===== src/rtl/fp_sp_pkg.sv =====
// Shared single-precision constants and types for the fp_*_sp datapath
// blocks (adder and multiplier).
//   - field widths of an IEEE-754 single
//   - exponent bias, largest biased exponent, canonical quiet NaN
//   - special-case tag carried down a pipeline next to the datapath
package fp_sp_pkg;

  localparam int SIGN_W  = 1;
  localparam int EXP_W   = 8;
  localparam int FRAC_W  = 23;

  localparam int BIAS    = 127;
  localparam int EXP_MAX = 255;

  localparam logic [EXP_W-1:0] EXP_ONES = 8'hFF;
  localparam logic [31:0]      QNAN     = 32'h7FC0_0000;

  // Result class decided before the datapath finishes; TAG_NONE means the
  // normal round-and-pack result is used.
  typedef enum logic [1:0] {
    TAG_NONE = 2'd0,
    TAG_ZERO = 2'd1,
    TAG_INF  = 2'd2,
    TAG_NAN  = 2'd3
  } special_tag_e;

endpackage


===== src/rtl/fp_lzc28.sv =====
// Combinational 28-bit leading-zero counter.
// Ports:
//   i_data  [27:0] : word to scan, bit 27 is the most significant
//   o_count [4:0]  : number of zeros above the first 1 (28 when all zero)
module fp_lzc28 (
  input  logic [27:0] i_data,
  output logic [4:0]  o_count
);

  // Ascending scan: the highest set bit is the last one to write the count.
  always_comb begin
    o_count = 5'd28;
    for (int i = 0; i <= 27; i++) begin
      if (i_data[i]) begin
        o_count = 5'(27 - i);
      end
    end
  end

endmodule


===== src/rtl/fp_add_sp.sv =====
// Pipelined IEEE-754 single-precision adder, round-to-nearest-even,
// flush-to-zero on both input and output. One operand pair per clock,
// fixed latency of 5 cycles from the sampling edge, no backpressure.
// Ports:
//   i_CLK, i_RST        : clock, synchronous active-high reset
//   i_VALID, i_A, i_B   : operand pair strobe and operands
//   o_VALID, o_RES      : result strobe and sum (held while o_VALID is 0)
//   o_INF, o_NaN, o_DENORMAL, o_ZERO : class of o_RES (held with it)
module fp_add_sp
  import fp_sp_pkg::*;
#(
  parameter int P_LATENCY = 5
) (
  input  logic               i_CLK,
  input  logic               i_RST,
  input  logic               i_VALID,
  input  logic signed [31:0] i_A,
  input  logic signed [31:0] i_B,
  output logic               o_VALID,
  output logic signed [31:0] o_RES,
  output logic               o_INF,
  output logic               o_NaN,
  output logic               o_DENORMAL,
  output logic               o_ZERO
);

  if (P_LATENCY != 5) begin : g_bad_latency
    $error("fp_add_sp: P_LATENCY must be 5");
  end

  localparam logic signed [9:0] EXP_MAX_S = 10'(EXP_MAX);

  // input capture
  logic        v0_d, v0_q;
  logic [31:0] a0_d, a0_q, b0_d, b0_q;

  // S1: unpack and swap
  logic         v1_d, v1_q;
  special_tag_e tag1_d, tag1_q;
  logic         sign1_d, sign1_q, sub1_d, sub1_q;
  logic [7:0]   ex1_d, ex1_q, d1_d, d1_q;
  logic [23:0]  mx1_d, mx1_q, my1_d, my1_q;

  // S2: align
  logic         v2_d, v2_q;
  special_tag_e tag2_d, tag2_q;
  logic         sign2_d, sign2_q, sub2_d, sub2_q;
  logic [7:0]   ex2_d, ex2_q;
  logic [26:0]  mx2_d, mx2_q, my2_d, my2_q;

  // S3: add/subtract
  logic               v3_d, v3_q;
  special_tag_e       tag3_d, tag3_q;
  logic               sign3_d, sign3_q;
  logic signed [9:0]  ex3_d, ex3_q;
  logic [27:0]        sum3_d, sum3_q;

  // S4: normalize
  logic               v4_d, v4_q;
  special_tag_e       tag4_d, tag4_q;
  logic               sign4_d, sign4_q;
  logic signed [9:0]  ex4_d, ex4_q;
  logic [26:0]        m4_d, m4_q;

  // S5: round, pack, classify
  logic        out_valid_d, out_valid_q;
  logic [31:0] res_d, res_q;
  logic        inf_d, inf_q, nan_d, nan_q, den_d, den_q, zero_d, zero_q;

  always_comb begin
    v0_d = i_VALID;
    a0_d = i_A;
    b0_d = i_B;
  end

  // ---------------- S1 ----------------
  logic        sa, sb, a_nan, b_nan, a_inf, b_inf, a_ge_b;
  logic [7:0]  ea, eb, ex, ey;
  logic [22:0] fa, fb, fx, fy;

  always_comb begin
    sa = a0_q[31];
    sb = b0_q[31];
    ea = a0_q[30:23];
    eb = b0_q[30:23];
    // Denormal inputs are flushed to a signed zero.
    fa = (ea == 8'd0) ? 23'd0 : a0_q[22:0];
    fb = (eb == 8'd0) ? 23'd0 : b0_q[22:0];

    a_nan = (ea == EXP_ONES) && (fa != 23'd0);
    b_nan = (eb == EXP_ONES) && (fb != 23'd0);
    a_inf = (ea == EXP_ONES) && (fa == 23'd0);
    b_inf = (eb == EXP_ONES) && (fb == 23'd0);

    a_ge_b = {ea, fa} >= {eb, fb};
    ex = a_ge_b ? ea : eb;
    ey = a_ge_b ? eb : ea;
    fx = a_ge_b ? fa : fb;
    fy = a_ge_b ? fb : fa;

    v1_d    = v0_q;
    tag1_d  = TAG_NONE;
    sign1_d = a_ge_b ? sa : sb;
    if (a_nan || b_nan || (a_inf && b_inf && (sa != sb))) begin
      tag1_d = TAG_NAN;
    end else if (a_inf) begin
      tag1_d  = TAG_INF;
      sign1_d = sa;
    end else if (b_inf) begin
      tag1_d  = TAG_INF;
      sign1_d = sb;
    end else if ((ea == 8'd0) && (eb == 8'd0)) begin
      // Sum of two zeros is -0 only when both are -0.
      tag1_d  = TAG_ZERO;
      sign1_d = sa & sb;
    end

    sub1_d = sa ^ sb;
    ex1_d  = ex;
    // Hidden bit only for normal numbers, so a flushed zero contributes 0.
    mx1_d  = {ex != 8'd0, fx};
    my1_d  = {ey != 8'd0, fy};
    d1_d   = ex - ey;
  end

  // ---------------- S2 ----------------
  logic [26:0] my_ext, my_shift, shift_mask;

  always_comb begin
    v2_d    = v1_q;
    tag2_d  = tag1_q;
    sign2_d = sign1_q;
    sub2_d  = sub1_q;
    ex2_d   = ex1_q;
    mx2_d   = {mx1_q, 3'b000};

    my_ext     = {my1_q, 3'b000};
    my_shift   = '0;
    shift_mask = '0;
    if (d1_q >= 8'd27) begin
      my2_d = {26'd0, |my1_q};
    end else begin
      my_shift   = my_ext >> d1_q;
      shift_mask = (27'd1 << d1_q) - 27'd1;
      my2_d      = {my_shift[26:1], my_shift[0] | (|(my_ext & shift_mask))};
    end
  end

  // ---------------- S3 ----------------
  always_comb begin
    v3_d    = v2_q;
    tag3_d  = tag2_q;
    sign3_d = sign2_q;
    ex3_d   = $signed({2'b00, ex2_q});
    // |X| >= |Y| after the swap, so the difference never goes negative.
    if (sub2_q) begin
      sum3_d = {1'b0, mx2_q} - {1'b0, my2_q};
    end else begin
      sum3_d = {1'b0, mx2_q} + {1'b0, my2_q};
    end
    if ((tag2_q == TAG_NONE) && (sum3_d == 28'd0)) begin
      tag3_d  = TAG_ZERO;
      sign3_d = 1'b0;
    end
  end

  // ---------------- S4 ----------------
  logic [4:0] lzc_count, lz_shift;

  fp_lzc28 u_lzc (
    .i_data  (sum3_q),
    .o_count (lzc_count)
  );

  always_comb begin
    v4_d    = v3_q;
    tag4_d  = tag3_q;
    sign4_d = sign3_q;
    // Bit 27 is clear on this path, so the 27-bit field's shift is lzc-1.
    lz_shift = lzc_count - 5'd1;
    if (sum3_q[27]) begin
      m4_d  = {sum3_q[27:2], sum3_q[1] | sum3_q[0]};
      ex4_d = ex3_q + 10'sd1;
    end else begin
      m4_d  = sum3_q[26:0] << lz_shift;
      ex4_d = ex3_q - $signed({5'b00000, lz_shift});
    end
    if ((tag3_q == TAG_NONE) && (ex4_d <= 10'sd0)) begin
      tag4_d = TAG_ZERO;
    end
  end

  // ---------------- S5 ----------------
  logic [23:0]       mant24;
  logic [24:0]       mant25;
  logic              rnd_up;
  logic [22:0]       frac;
  logic signed [9:0] ex5;

  always_comb begin
    mant24 = m4_q[26:3];
    rnd_up = m4_q[2] & (m4_q[3] | m4_q[1] | m4_q[0]);
    mant25 = {1'b0, mant24} + {24'd0, rnd_up};
    if (mant25[24]) begin
      frac = mant25[23:1];
      ex5  = ex4_q + 10'sd1;
    end else begin
      frac = mant25[22:0];
      ex5  = ex4_q;
    end

    case (tag4_q)
      TAG_NAN:  res_d = QNAN;
      TAG_INF:  res_d = {sign4_q, EXP_ONES, 23'd0};
      TAG_ZERO: res_d = {sign4_q, 31'd0};
      default: begin
        if (ex5 >= EXP_MAX_S) begin
          res_d = {sign4_q, EXP_ONES, 23'd0};
        end else begin
          res_d = {sign4_q, ex5[7:0], frac};
        end
      end
    endcase

    out_valid_d = v4_q;
    inf_d  = (res_d[30:23] == EXP_ONES) && (res_d[22:0] == 23'd0);
    nan_d  = (res_d[30:23] == EXP_ONES) && (res_d[22:0] != 23'd0);
    den_d  = (res_d[30:23] == 8'd0);
    zero_d = (res_d[30:0] == 31'd0);
  end

  always_ff @(posedge i_CLK) begin
    // datapath registers: no reset needed, qualified by the valid bits
    a0_q    <= a0_d;
    b0_q    <= b0_d;
    tag1_q  <= tag1_d;
    sign1_q <= sign1_d;
    sub1_q  <= sub1_d;
    ex1_q   <= ex1_d;
    mx1_q   <= mx1_d;
    my1_q   <= my1_d;
    d1_q    <= d1_d;
    tag2_q  <= tag2_d;
    sign2_q <= sign2_d;
    sub2_q  <= sub2_d;
    ex2_q   <= ex2_d;
    mx2_q   <= mx2_d;
    my2_q   <= my2_d;
    tag3_q  <= tag3_d;
    sign3_q <= sign3_d;
    ex3_q   <= ex3_d;
    sum3_q  <= sum3_d;
    tag4_q  <= tag4_d;
    sign4_q <= sign4_d;
    ex4_q   <= ex4_d;
    m4_q    <= m4_d;

    if (i_RST) begin
      v0_q        <= 1'b0;
      v1_q        <= 1'b0;
      v2_q        <= 1'b0;
      v3_q        <= 1'b0;
      v4_q        <= 1'b0;
      out_valid_q <= 1'b0;
      res_q       <= '0;
      inf_q       <= 1'b0;
      nan_q       <= 1'b0;
      den_q       <= 1'b0;
      zero_q      <= 1'b0;
    end else begin
      v0_q        <= v0_d;
      v1_q        <= v1_d;
      v2_q        <= v2_d;
      v3_q        <= v3_d;
      v4_q        <= v4_d;
      out_valid_q <= out_valid_d;
      if (v4_q) begin
        res_q  <= res_d;
        inf_q  <= inf_d;
        nan_q  <= nan_d;
        den_q  <= den_d;
        zero_q <= zero_d;
      end
    end
  end

  assign o_VALID    = out_valid_q;
  assign o_RES      = res_q;
  assign o_INF      = inf_q;
  assign o_NaN      = nan_q;
  assign o_DENORMAL = den_q;
  assign o_ZERO     = zero_q;

endmodule


===== config.mk =====
export PLATFORM = sky130hd
export DESIGN_NAME = fp_add_sp
export DESIGN_NICKNAME = d
export VERILOG_FILES = /design/src/rtl/fp_sp_pkg.sv /design/src/rtl/fp_lzc28.sv /design/src/rtl/fp_add_sp.sv
export SDC_FILE = /design/constraint.sdc
export NUM_CORES = 1
export LEC_CHECK = 0
export CORE_MARGIN = 5
export CORE_UTILIZATION = 62
export CTS_BUF_LIST = sky130_fd_sc_hd__clkbuf_8
export CTS_CLUSTER_DIAMETER = 150
export DETAILED_ROUTE_END_ITERATION = 8
export HOLD_SLACK_MARGIN = 0.05
export PLACE_DENSITY = 0.83
export SETUP_SLACK_MARGIN = 0.2
export SLEW_MARGIN = 40
export SYNTH_ARGS = -nofsm -noshare
export SYNTH_HDL_FRONTEND = slang
export SYNTH_SLANG_ARGS = --single-unit

===== constraint.sdc =====
create_clock -name i_CLK -period 6.5 [get_ports i_CLK]
set_input_delay 1.625 -clock i_CLK [delete_from_list [all_inputs] [get_ports i_CLK]]
set_output_delay 1.625 -clock i_CLK [all_outputs]
set_load 0.05 [all_outputs]

# Word-level counts from Yosys, hierarchy flattened
# Index checks and enable logic that the tools add are counted.
dict set report word_totals {
  regBits 316
  latch_bits 0
  ram_bits 0
  rom_bits 0
  in_bits 67
  out_inout_bits 37
  wordCells 149
  memories 0
}
dict set report op_classes {
  add_sub_neg 9
  n_mul 0
  div 0
  magnitude_cmp 4
  n_eq_ne 7
  n_shift 3
  n_mux 50
  bitwise_logic 8
  reduce_logical 31
}
# operator count
set op_table {}
lappend op_table {{23-bit 2-to-1 mux} 5}
lappend op_table {{32-bit case mux with 3 select lines} 1}
lappend op_table {{5-bit 2-to-1 mux} 16}
lappend op_table {{23-bit zero test} 3}
lappend op_table {{23-bit nonzero test} 3}
lappend op_table {{4-bit 2-to-1 mux} 8}
lappend op_table {{31-bit >= comparator} 1}
lappend op_table {{31-bit zero test} 1}
lappend op_table {{31-bit 2-to-1 mux} 1}
lappend op_table {{27-bit by 27-bit adder with 28-bit output} 1}
lappend op_table {{28-bit zero test} 1}
lappend op_table {{28-bit 2-to-1 mux} 1}
lappend op_table {{27-bit by 27-bit subtractor with 28-bit output} 1}
lappend op_table {{27-bit AND} 1}
lappend op_table {{27-bit OR reduction} 1}
lappend op_table {{1-bit by 8-bit << shifter with 27-bit output, first input constant} 1}
lappend op_table {{27-bit by 5-bit << shifter with 27-bit output} 1}
lappend op_table {{27-bit by 8-bit right shift with 27-bit output} 1}
lappend op_table {{27-bit by 1-bit subtractor with 27-bit output, second input constant} 1}
lappend op_table {{26-bit 2-to-1 mux} 1}
lappend op_table {{24-bit by 1-bit adder with 25-bit output} 1}
lappend op_table {{8-bit equality test, second input constant} 3}
lappend op_table {{8-bit zero test} 3}
lappend op_table {{24-bit OR reduction} 1}
lappend op_table {{other kinds (23)} 54}

# Longest topological paths before layout
dict set report logic_depth {
  ltp_word 33
  depth_mapped 18
  depth_no_buf 17
}

# Hierarchy
# From an unflattened synthesis, not the netlist that was laid out.
dict set report unflattened {
  cells_unflattened 2103
  hier_area_um2 17337.9
}
# mod instances cells_each area_each_um2
set by_module_without_submodules {}
lappend by_module_without_submodules {fp_add_sp 1 2043 17001.3}
lappend by_module_without_submodules {fp_lzc28 1 60 336.6}

# Least setup slack after synthesis
# Ideal clock, no wire load.
dict set report synth_path {
  path_kind {register to register}
  startpoint {register sum3_q[22]}
  endpoint {register tag4_q[0]}
  setup_time_ns 0.084
  arrival_time_ns 4.677
  required_ns 6.416
  slack_ns 1.739
  path_stages_with_launch 19
  n_path_buf 3
  period_less_slack_ns 4.761
  cell_sequence {dfxtp_1 -> buf_2 -> or3_1 -> nor3_1 -> a211oi_2 -> o31ai_4 -> buf_2 -> ha_1 -> xnor2_2 -> inv_2 -> clkbuf_1 -> ha_1 -> a21o_1 -> a21o_1 -> maj3_2 -> mux2_1 -> o211ai_2 -> or4_1 -> o31ai_2}
}
dict set report synth_between {
  elab_chain_len 11
}
# element line_no
set synth_lines {}
lappend synth_lines {{start, declared} fp_add_sp.sv:56} ;# logic [27:0] sum3_d, sum3_q;
lappend synth_lines {{start signal, assigned} fp_add_sp.sv:252} ;# sum3_q <= sum3_d;
lappend synth_lines {{5-bit 2-to-1 mux (6 in a row)} fp_lzc28.sv:14} ;# if (i_data[i]) begin
lappend synth_lines {{5-bit by 1-bit subtractor with 5-bit output} fp_add_sp.sv:180} ;# lz_shift = lzc_count - 5'd1;
lappend synth_lines {{8-bit by 5-bit subtractor with 9-bit output} fp_add_sp.sv:186} ;# ex4_d = ex3_q - $signed({5'b00000, lz_shift});
lappend synth_lines {{10-bit 2-to-1 mux} fp_add_sp.sv:181} ;# if (sum3_q[27]) begin
lappend synth_lines {{named net ex4_d[7]} fp_add_sp.sv:62} ;# logic signed [9:0] ex4_d, ex4_q;
lappend synth_lines {{10-bit by 1-bit less-or-equal comparator with 1-bit output} fp_add_sp.sv:188} ;# if ((tag3_q == TAG_NONE) && (ex4_d <= 10'sd0)) begin
lappend synth_lines {{1-bit logical AND} fp_add_sp.sv:188}
lappend synth_lines {{end signal, assigned} fp_add_sp.sv:253} ;# tag4_q <= tag4_d;
lappend synth_lines {{end, declared} fp_add_sp.sv:60} ;# special_tag_e tag4_d, tag4_q;
# The timed path passes the listed nets, and every way through them passes these cells.
# A chain may end at the register's enable or synchronous reset.

# Final worst setup path
dict set report layout_path {
  startpoint {register a0_q[28]}
  endpoint {register d1_q[5]}
}
dict set report layout_between {
  elab_chain_len 5
  word_cells_on_any_way 6
}
# element line_no
set layout_lines {}
lappend layout_lines {{start, declared} fp_add_sp.sv:35} ;# logic [31:0] a0_d, a0_q, b0_d, b0_q;
lappend layout_lines {{start signal, assigned} fp_add_sp.sv:234} ;# a0_q <= a0_d;
lappend layout_lines {{8-bit zero test} fp_add_sp.sv:87} ;# fa = (ea == 8'd0) ? 23'd0 : a0_q[22:0];
lappend layout_lines {{23-bit 2-to-1 mux} fp_add_sp.sv:87}
lappend layout_lines {{31-bit >= comparator} fp_add_sp.sv:95} ;# a_ge_b = {ea, fa} >= {eb, fb};
lappend layout_lines {{8-bit 2-to-1 mux (on tied branches)} {fp_add_sp.sv:96, fp_add_sp.sv:97}}
lappend layout_lines {{8-bit subtractor *} fp_add_sp.sv:123} ;# d1_d = ex - ey;
lappend layout_lines {{named net d1_d[5]} fp_add_sp.sv:41} ;# logic [7:0] ex1_d, ex1_q, d1_d, d1_q;
lappend layout_lines {{end signal, assigned} fp_add_sp.sv:242} ;# d1_q <= d1_d;
lappend layout_lines {{end, declared} fp_add_sp.sv:41}
# Mark *: on every way through the listed nets, which the timed path passes. The rest lies on a longest branch.

==> flow_metrics.py <==
metrics = {
    "logic_synthesis": {
        "synth_top_cell_area_share": 0.377,
        "synth_edf_count": 0,
        "ys_types": 95,
        "synth_top_cells_by_area": "dfxtp_1, ha_1, nand2_1",
        "synthesis.area_um2": 16800,
        "ys_seq_area_frac": 0.377,
        "yosys.area.top_type": "dfxtp_1",
        "synth_async_sr_flop_share": 0,
        "synthFlopType": "dfxtp_1",
        "yosysWarnings": 0,
        "syn_avg_cell_area_um2": 8.61,
        "ys_seq_elements": 316,
        "synth_fp_nets": 2109,
        "postSynthCellCount": 1948,
    },
    "power_and_ir_drop": {
        "p_int_mw": 4.33,
        "p_leak_nw": 7.68,
        "power_frac_seq": 0.382,
        "pwr-share-clk": 0.264,
        "combPwrFrac": 0.354,
        "cellPowerDensity_nw_per_um2": 362,
        "power_switching_mw": 2.57,
        "switching_share": 0.373,
        "p_total_mw": 6.91,
        "irDropWorstVdd_v": 0.000228,
    },
    "global_routing": {
        "grt_max_degree": 55,
        "first_global_vias": 14200,
        "grtUsageTotal": 0.288,
        "antenna_found_initial": 4,
        "gr-total-overflow": 0,
        "grt_pass1_wl_um": 72900,
    },
    "setup_path": {
        "crit_fanout": 27,
        "start_kind": "register",
        "reg2reg_slack_ps": 1780,
        "cp-end-kind": "register",
        "cp_data_required_time_ps": 7000,
        "arrival_ps": 5210,
        "worstSetupPathType": "register to register",
    },
    "clocking": {
        "cts_buffer_depth": 3,
        "ctsHoldBuffers": 0,
        "htree_num_levels": 2,
        "clk_latency_ps": 580,
        "cts_tree": "built",
        "path_clk_slew_ps": 60,
        "clock-sinks": 316,
        "numCtsBuffers": 51,
        "postCtsSetupBuffers": 0,
        "cts-resized-gates": 0,
        "root_buffer": "clkbuf_8",
    },
    "detailed_routing": {
        "dr.pass1.iters": 6,
        "drt-total-wl_um": 45100,
        "wire_per_inst_um": 18.8,
        "drc_errors": 0,
        "drt_iter0_drc": 1378,
        "via_per_inst": 6.25,
        "vias": 15000,
        "postRouteAntennaNets": 0,
    },
    "cells_and_area": {
        "antenna_cells": 0,
        "final_cells": 2394,
        "final_common_cell": "dfxtp_1",
        "area.growth.synth_to_final_pct": 13.7,
        "mostFrequentLayoutCells": "dfxtp_1, nand2_1, o21ai_0, nor2_1, clkdlybuf4s50_1",
        "final_nets": 2175,
        "finalInstanceArea_um2": 19100,
        "final_layout_size_suffix_gt1_frac": 0.0857,
    },
    "placement": {
        "dp_hpwl_um": 33800,
        "place_area_um2": 17900,
        "routabilityCongestion": 0.971,
        "io_buffers": 103,
        "dp_cells": 2302,
    },
    "die": {
        "die-height_um": 174,
        "die_w_um": 174,
        "initial_core_util": 0.626,
        "rows": 60,
        "fp.dieArea_um2": 30400,
        "top_level_ports": 104,
        "core-area_um2": 26800,
    },
    "sta": {
        "fin_hold_ws_ps": 317,
        "tns_ps": 0,
        "setup_viol": 0,
        "hold_viol": 0,
        "rsz0062_at_grt": "no",
        "max_freq_ghz": 0.212,
        "tightest_slew_ps": 854,
        "drv_slew": 0,
        "finClkSkew_ps": 25.8,
        "min_period_ps": 4720,
        "maxSlewHeadroom": 0.425,
        "finalCritPeriodShare": 0.726,
    },
    "min_path": {
        "min_path_type": "register to register",
    },
    "flow_run": {
        "cap_violations": 0,
    },
    "outcome": {
        "outcome": "finished, final reports clean",
    },
}
Yosys cell counts (all sizes together), types with 6 or more instances:
library cell,number
xnor2,42
nand3,68
mux4,33
a211o,6
and2,37
a211oi,28
or4,9
dfxtp,316
o22ai,12
o21ai,168
nor2,138
o2111ai,7
or2,8
buf,30
o41ai,7
nor3,41
nand4,28
mux2,10
o31ai,17
nand2,251
xor2,23
o21bai,7
and3,16
clkbuf,77
or3,21
o211ai,21
inv,83
a21oi,83
ha,92
a31oi,22
mux2i,44
nand3b,6
nor4,27
nand2b,21
o221ai,8
a22o,13
a21o,23
nor2b,23
routing by layer:
layer  wire, µm  vias to the layer above  part of all wire  GRT usage
met5         13                        -           0.00029          0
met4       1560                        2             0.035      0.109
met3       3500                      114             0.078     0.0489
met2      21100                      681              0.47      0.475
met1      18900                     6991              0.42      0.380
li1           -                     7163                 -          -
final cells by class:
cell class              count  area (µm²)
fillers                  2096        7730
clock buffers              64         881
flip-flops and latches    316        6330
inverters                  84         315
repair buffers            120        1160
multi-input cells        1441        9710
well taps                 341         427
clock inverters            28         250
power by group through the flow:
stage                     clock [mW]  combinational (mW)  sequential, mW
after global routing            1.97                2.65            2.69
final                           1.83                2.44            2.64
after detailed placement           0                2.37            2.66
after floorplan                    0                1.83            2.51
after CTS                       1.87                2.39            2.63
after global placement             0                2.37            2.65
logic make-up after synthesis:
family,after synthesis,synth area share
buf+inv,191,0.0452
mux,87,0.0773
fa+ha+maj,96,0.0724
flops,316,0.377
compound gates,483,0.188
simple gates,710,0.206
xor+xnor,65,0.0344
sequential cells by signal (all words and copies together) (netlist names), 2 cells and up:
name and count:
tag4_q 2, tag2_q 2, a0_q 32, d1_q 8, b0_q 32, mx1_q 24
m4_q 27, ex1_q 8, my2_q 27, tag1_q 2, ex2_q 8, mx2_q 24
ex3_q 8, sum3_q 28, ex4_q 10, tag3_q 2, o_RES 32, my1_q 24
path summary, 6_finish.rpt:
kind / start / depth (start not counted) / to
max: a0_q[28]$_DFF_P_ / 14 / d1_q[5]$_DFF_P_
min: mx1_q[19]$_DFF_P_ / 0 / mx2_q[22]$_DFF_P_
max reg2reg: a0_q[28]$_DFF_P_ / 14 / d1_q[5]$_DFF_P_
min reg2reg: mx1_q[19]$_DFF_P_ / 0 / mx2_q[22]$_DFF_P_
through the flow:
step            util  setup WS, ps
2_1_floorplan      -          1740
4_1_cts        0.711          1850
3_3_place_gp   0.669          2010
6_report       0.711          1780
3_5_place_dp   0.669          1850
5_1_grt        0.711          1420
critical path, stage by stage (launching register included):
cell and delay, ps:
dfxtp_1 360, nor4_1 400, nand2_1 510, and2_1 380
ha_1 320, a211oi_1 210, nor2_1 60, or3_1 340
a211o_1 320, a211o_2 470, mux2i_1 210, a221oi_2 400
o21ai_0 170, a211oi_1 310, xnor2_1 160
Power figures use the tool's default switching activity.
